**config.mk**
```make
export PLATFORM = sky130hd
export DESIGN_NAME = spi_master
export DESIGN_NICKNAME = d
export VERILOG_FILES = /design/src/rtl/spi_master.sv
export SDC_FILE = /design/constraint.sdc
export NUM_CORES = 1
export LEC_CHECK = 0
export ABC_AREA = 1
export BUFFER_PORTS_ARGS = -buffer_cell sky130_fd_sc_hd__buf_2
export CORE_MARGIN = 2
export CORE_UTILIZATION = 25
export CTS_CLUSTER_DIAMETER = 60
export DETAILED_ROUTE_END_ITERATION = 7
export GPL_ROUTABILITY_DRIVEN = 0
export PLACE_DENSITY = 0.51
export SLEW_MARGIN = 20
export SYNTH_ARGS = -nofsm -noshare
export SYNTH_HDL_FRONTEND = slang
export SYNTH_SLANG_ARGS = --single-unit
```
**constraint.sdc**
```tcl
create_clock -name clk -period 1.75 [get_ports clk]
set_input_delay 0.0875 -clock clk [delete_from_list [all_inputs] [get_ports clk]]
set_output_delay 0.0875 -clock clk [all_outputs]
set_load 0.05 [all_outputs]
```
**src/rtl/spi_master.sv**
```systemverilog
// SPI mode-0 master for a single slave: one byte per tx handshake, MSB first,
// with SSEL held low across bytes until the producer flags the last one.
module spi_master #(
  parameter int unsigned CLK_DIV = 8
) (
  input  logic       clk,
  input  logic       rst_n,
  input  logic [7:0] tx_data,
  input  logic       tx_last,
  input  logic       tx_valid,
  output logic       tx_ready,
  output logic [7:0] rx_data,
  output logic       rx_valid,
  output logic       busy,
  output logic       SCK,
  output logic       SSEL,
  output logic       MOSI,
  input  logic       MISO
);

  localparam int unsigned CNT_W = (CLK_DIV > 1) ? $clog2(CLK_DIV) : 1;
  localparam logic [CNT_W-1:0] DIV_LAST = CNT_W'(CLK_DIV - 1);

  typedef enum logic [2:0] {
    IDLE,
    SETUP,
    HIGH,
    LOW,
    HOLD,
    GAP
  } state_t;

  state_t           state, state_n;
  logic [CNT_W-1:0] div_cnt, div_cnt_n;
  logic [2:0]       bit_cnt, bit_cnt_n;
  logic [7:0]       tx_sr, tx_sr_n;
  logic [7:0]       rx_sr, rx_sr_n;
  logic             last_r, last_n;
  logic             sck_r, sck_n;
  logic             ssel_r, ssel_n;
  logic             mosi_r, mosi_n;
  logic             ready_r, ready_n;
  logic             busy_r, busy_n;
  logic [7:0]       rxd_r, rxd_n;
  logic             rxv_r, rxv_n;
  logic             accept;
  logic             div_end;

  assign tx_ready = ready_r;
  assign rx_data  = rxd_r;
  assign rx_valid = rxv_r;
  assign busy     = busy_r;
  assign SCK      = sck_r;
  assign SSEL     = ssel_r;
  assign MOSI     = mosi_r;

  assign accept  = tx_valid && ready_r;
  assign div_end = (div_cnt == DIV_LAST);

  always_ff @(posedge clk or negedge rst_n) begin
    if (!rst_n) begin
      state   <= IDLE;
      div_cnt <= '0;
      bit_cnt <= '0;
      tx_sr   <= '0;
      rx_sr   <= '0;
      last_r  <= 1'b0;
      sck_r   <= 1'b0;
      ssel_r  <= 1'b1;
      mosi_r  <= 1'b0;
      ready_r <= 1'b0;
      busy_r  <= 1'b0;
      rxd_r   <= '0;
      rxv_r   <= 1'b0;
    end else begin
      state   <= state_n;
      div_cnt <= div_cnt_n;
      bit_cnt <= bit_cnt_n;
      tx_sr   <= tx_sr_n;
      rx_sr   <= rx_sr_n;
      last_r  <= last_n;
      sck_r   <= sck_n;
      ssel_r  <= ssel_n;
      mosi_r  <= mosi_n;
      ready_r <= ready_n;
      busy_r  <= busy_n;
      rxd_r   <= rxd_n;
      rxv_r   <= rxv_n;
    end
  end

  // Outputs are registered from the next-state decision, so every pin change
  // lands on the same clk edge as the corresponding state transition.
  always_comb begin
    state_n   = state;
    div_cnt_n = div_cnt;
    bit_cnt_n = bit_cnt;
    tx_sr_n   = tx_sr;
    rx_sr_n   = rx_sr;
    last_n    = last_r;
    sck_n     = sck_r;
    ssel_n    = ssel_r;
    mosi_n    = mosi_r;
    ready_n   = ready_r;
    busy_n    = busy_r;
    rxd_n     = rxd_r;
    rxv_n     = 1'b0;

    unique case (state)
      IDLE, HOLD: begin
        ready_n = 1'b1;
        if (accept) begin
          tx_sr_n   = tx_data;
          last_n    = tx_last;
          ssel_n    = 1'b0;
          mosi_n    = tx_data[7];
          div_cnt_n = '0;
          bit_cnt_n = '0;
          ready_n   = 1'b0;
          busy_n    = 1'b1;
          state_n   = SETUP;
        end
      end

      SETUP, LOW: begin
        if (div_end) begin
          div_cnt_n = '0;
          sck_n     = 1'b1;
          rx_sr_n   = {rx_sr[6:0], MISO};
          state_n   = HIGH;
        end else begin
          div_cnt_n = div_cnt + CNT_W'(1);
        end
      end

      // The eighth falling edge ends the byte directly: no trailing LOW dwell.
      HIGH: begin
        if (div_end) begin
          div_cnt_n = '0;
          sck_n     = 1'b0;
          if (bit_cnt == 3'd7) begin
            bit_cnt_n = '0;
            rxd_n     = rx_sr;
            rxv_n     = 1'b1;
            if (last_r) begin
              ssel_n  = 1'b1;
              state_n = GAP;
            end else begin
              ready_n = 1'b1;
              state_n = HOLD;
            end
          end else begin
            tx_sr_n   = {tx_sr[6:0], 1'b0};
            mosi_n    = tx_sr[6];
            bit_cnt_n = bit_cnt + 3'd1;
            state_n   = LOW;
          end
        end else begin
          div_cnt_n = div_cnt + CNT_W'(1);
        end
      end

      GAP: begin
        if (div_end) begin
          div_cnt_n = '0;
          ready_n   = 1'b1;
          busy_n    = 1'b0;
          mosi_n    = 1'b0;
          state_n   = IDLE;
        end else begin
          div_cnt_n = div_cnt + CNT_W'(1);
        end
      end

      default: state_n = IDLE;
    endcase
  end

endmodule

```
==> impl_metrics.sql <==
INSERT INTO impl_metrics (metric_group, metric, value, unit) VALUES
('run_status', 'run_status', 'finished, final reports clean', ''),
('finish', 'antennaDiodeCount', '0', ''),
('detailed_routing', 'drt_first_pass_iters', '4', ''),
('detailed_routing', 'drt_first_iter_violations', '76', ''),
('logic_synthesis', 'synthMostInstantiatedCell', 'sky130_fd_sc_hd__nand2_1', ''),
('grt', 'groute.usage.overall', '0.104', ''),
('logic_synthesis', 'ys_warn_count', '0', ''),
('setup_path', 'worst_setup_path_start_kind', 'register', ''),
('clock_network', 'cts.sinks', '39', ''),
('worst_hold_path', 'worst_hold_path_type', 'in -> reg', ''),
('setup_path', 'slowest_delay', '0.40', 'ns'),
('clock_network', 'cts_inserted_buffers', '5', ''),
('die', 'core', '7180', 'um^2'),
('detailed_routing', 'via_per_inst', '4.12', ''),
('logic_synthesis', 'yosys_register_bits', '39', ''),
('clock_network', 'cts_setup_buffers', '0', ''),
('clock_network', 'clk_pin_slew', '0.08', 'ns'),
('placement', 'post-place-cells', '330', ''),
('die', 'std_cell_rows', '31', ''),
('clock_network', 'cts_tree', 'built', ''),
('setup_path', 'worstPathCellList', 'ha_1 -> ha_1 -> inv_1 -> nand2_1 -> o21ai_2 -> buf_4 -> nor2_1 -> a21oi_1', ''),
('setup_path', 'arr_time_crit_path', '1.79', 'ns'),
('clock_network', 'clock_latency', '0.29', 'ns'),
('die', 'boundaryPins', '27', ''),
('flow_run', 'timing.max_cap.violations', '0', ''),
('timing', 'maxSlewHeadroom', '0.674', ''),
('grt', 'grt_start_max_net_pins', '40', ''),
('setup_path', 'worstSetupEndpointType', 'register', ''),
('logic_synthesis', 'synth_top_cells_by_area', 'sky130_fd_sc_hd__dfrtp_1 (52%), sky130_fd_sc_hd__nand2_1 (11%), sky130_fd_sc_hd__o21ai_0 (7.1%)', ''),
('detailed_routing', 'wirelength', '3720', 'um'),
('detailed_routing', 'vias', '1404', ''),
('detailed_routing', 'routedWlPerCell', '10.9', 'um'),
('logic_synthesis', 'post-synth-top-area-cell', 'sky130_fd_sc_hd__dfrtp_1', ''),
('grt', 'grt_pass1_vias', '1316', ''),
('detailed_routing', 'drc_errors', '0', ''),
('finish', 'instances_no_fill', '341', ''),
('logic_synthesis', 'yosysTopAreaCellShare', '0.518', ''),
('timing', 'fin_setup_tns', '0', 'ns'),
('die', 'chipWidth', '89.7', 'um'),
('pwr', 'power.static_leakage', '1.12', 'nW'),
('clock_network', 'cts.root.buffer_cell', 'sky130_fd_sc_hd__clkbuf_8', ''),
('finish', 'ff_latch_area', '977', 'um^2'),
('clock_network', 'cts_buffer_depth', '2', ''),
('setup_path', 'worst_ep_required_time', '1.97', 'ns'),
('logic_synthesis', 'synth.cells.most_frequent', 'sky130_fd_sc_hd__nand2_1 (56), sky130_fd_sc_hd__dfrtp_1 (38), sky130_fd_sc_hd__o21ai_0 (26)', ''),
('finish', 'fraction_of_layout_instances_using_a_drive_strength_above_1', '0.240', ''),
('setup_path', 'cp_max_fo', '13', ''),
('die', 'initial_core_util', '0.256', ''),
('placement', 'io_buffers', '26', ''),
('timing', 'report.final.hold_viol_count', '0', ''),
('placement', 'half_perimeter_wire_length_of_the_detailed_placement_result', '2680', 'um'),
('logic_synthesis', 'mappedNetlistNets', '224', ''),
('logic_synthesis', 'synth_ff_type', 'sky130_fd_sc_hd__dfrtp_1', ''),
('grt', 'number_of_antenna_violations_at_the_first_check_in_global_routing', '0', ''),
('setup_path', 'timing.critical_path.slowest_stage_cell', 'sky130_fd_sc_hd__dfrtp_1', ''),
('logic_synthesis', 'synth_edf_count', '0', ''),
('grt', 'grt_first_pass_wirelength', '6290', 'um'),
('finish', 'n_fill_cell', '788', ''),
('logic_synthesis', 'post_synth.cell_area_avg', '8.95', 'um^2'),
('logic_synthesis', 'syn-instance-count', '205', ''),
('die', 'floorplan.die_area', '8040', 'um^2'),
('finish', 'multi_input_area', '722', 'um^2'),
('finish', 'syn_to_final_growth', '22.6', '%'),
('timing', 'setup_repair_after_global_routing_missed_its_margin', 'no', ''),
('timing', 'finalSetupViolations', '0', ''),
('pwr', 'peakVddDrop', '0.478', 'mV'),
('die', 'die_height', '89.7', 'um'),
('timing', 'worst_slew_pin_slew', '0.489', 'ns'),
('grt', 'grt-ovfl-total', '0', ''),
('pwr', 'cellPowerDensity', '1490', 'nW/um^2'),
('logic_synthesis', 'synth_cell_type_count', '24', '');
-- kinds of logic (layout without fill, tap and decap cells) --
| kind of cell | after synthesis | after routing | synth area share |
|---|---|---|---|
| AO/OA/AOI/OAI | 44 | 44 | 0.143 |
| adder cells (fa/ha/maj) | 6 | 6 | 0.0409 |
| buffers and inverters | 31 | 68 | 0.0757 |
| flip-flops | 39 | 39 | 0.532 |
| AND/OR/NAND/NOR | 85 | 85 | 0.208 |
-- sequential cells by signal (all words and copies together) (netlist names) --
register,flops
bit_cnt,3
last_r,1
tx_ready,1
rx_sr,8
MOSI,1
state,3
tx_sr,7
busy,1
rx_valid,1
SCK,1
SSEL,1
div_cnt,3
rx_data,8
-- area by class of cell --
class                   count  area share
well taps                  99      0.0550
clock inverters             3      0.0300
flip-flops and latches     39       0.434
inverters                  27      0.0450
multi-input cells         135       0.321
repair buffers             33      0.0845
clock buffers               5      0.0306
-- critical path, delay by kind of cell, from the launching register on --
family / cells / cell delay, ns
adders and majority gates: 2 / 0.41
DFF: 1 / 0.40
buffers and inverters: 2 / 0.32
AOI/OAI and AO/OA: 2 / 0.24
and+or+nand+nor: 2 / 0.14
-- metrics by stage --
step / total power, W / util / hold WS [ns] / worst slack (ns) / cell area, um^2
after CTS: 0.00342 / 0.313 / 0.0139 / 0.111 / 2250
after global placement: 0.00249 / 0.290 / 0.178 / 0.175 / 2080
after detailed placement: 0.00251 / 0.290 / 0.177 / 0.131 / 2080
after floorplan: 0.00221 / - / -0.208 / 0.299 / 1840
final: 0.00336 / 0.314 / 0.0191 / 0.177 / 2250
after global routing: 0.00364 / 0.314 / 0.0192 / 0.0525 / 2250
-- where the power goes --
group / internal [W] / leakage [nW] / switching [W]
clock: 0.000568 / 0.0644 / 0.000317
sequential: 0.00118 / 0.495 / 0.000168
combinational: 0.000373 / 0.565 / 0.000755
total: 0.00212 / 1.12 / 0.00124
-- layout by cell type, fill, tap and decap left out, types with 2 or more instances in the layout --
master                          Yosys  layout
sky130_fd_sc_hd__dlygate4sd3_1      0       3
sky130_fd_sc_hd__clkbuf_8           0       5
sky130_fd_sc_hd__o21ai_0           26      26
sky130_fd_sc_hd__nor2_4             2       2
sky130_fd_sc_hd__inv_2              4       4
sky130_fd_sc_hd__dfrtp_1           38      38
sky130_fd_sc_hd__nand3_1           12      12
sky130_fd_sc_hd__buf_4              2       4
sky130_fd_sc_hd__nor2_1            10      10
sky130_fd_sc_hd__bufinv_16          0       2
sky130_fd_sc_hd__inv_1             23      23
sky130_fd_sc_hd__nand2_1           56      56
sky130_fd_sc_hd__a21oi_1            5       5
sky130_fd_sc_hd__ha_1               6       5
sky130_fd_sc_hd__o21ai_2            8       8
sky130_fd_sc_hd__buf_2              0      26
-- worst paths after layout --
| kind | from | endpoint | slack (ns) | depth (start not counted) |
|---|---|---|---|---|
| max in group asynchronous | rst_n | SSEL$_DFFE_PN1P_ | 1.01 | 3 |
| min in group asynchronous | rst_n | rx_data[0]$_DFFE_PN0P_ | 0.38 | 3 |
| max reg2reg | bit_cnt[0]$_DFFE_PN0P_ | tx_sr[6]$_DFFE_PN0P_ | 0.18 | 8 |
| max | bit_cnt[0]$_DFFE_PN0P_ | tx_sr[6]$_DFFE_PN0P_ | 0.18 | 8 |
| min | tx_data[0] | tx_sr[0]$_DFFE_PN0P_ | 0.02 | 3 |
| min reg2reg | rx_data[6]$_DFFE_PN0P_ | rx_data[6]$_DFFE_PN0P_ | 0.48 | 2 |
-- metal layers --
metal	GRT usage	share of wire	vias up
met3	0.0311	0.042	5
met4	0.0407	0.010	0
li1	-	-	732
met5	0	0	-
met2	0.155	0.44	25
met1	0.142	0.51	642
-- timing repair --
item / 4_1_cts / 5_1_grt
gates resized for setup: 0 / 1
hold buffers: 3 / 0
endpoints found under the setup margin: 0 / 10
endpoints found under the hold margin: 40 / 0
Power figures use the tool's default switching activity.
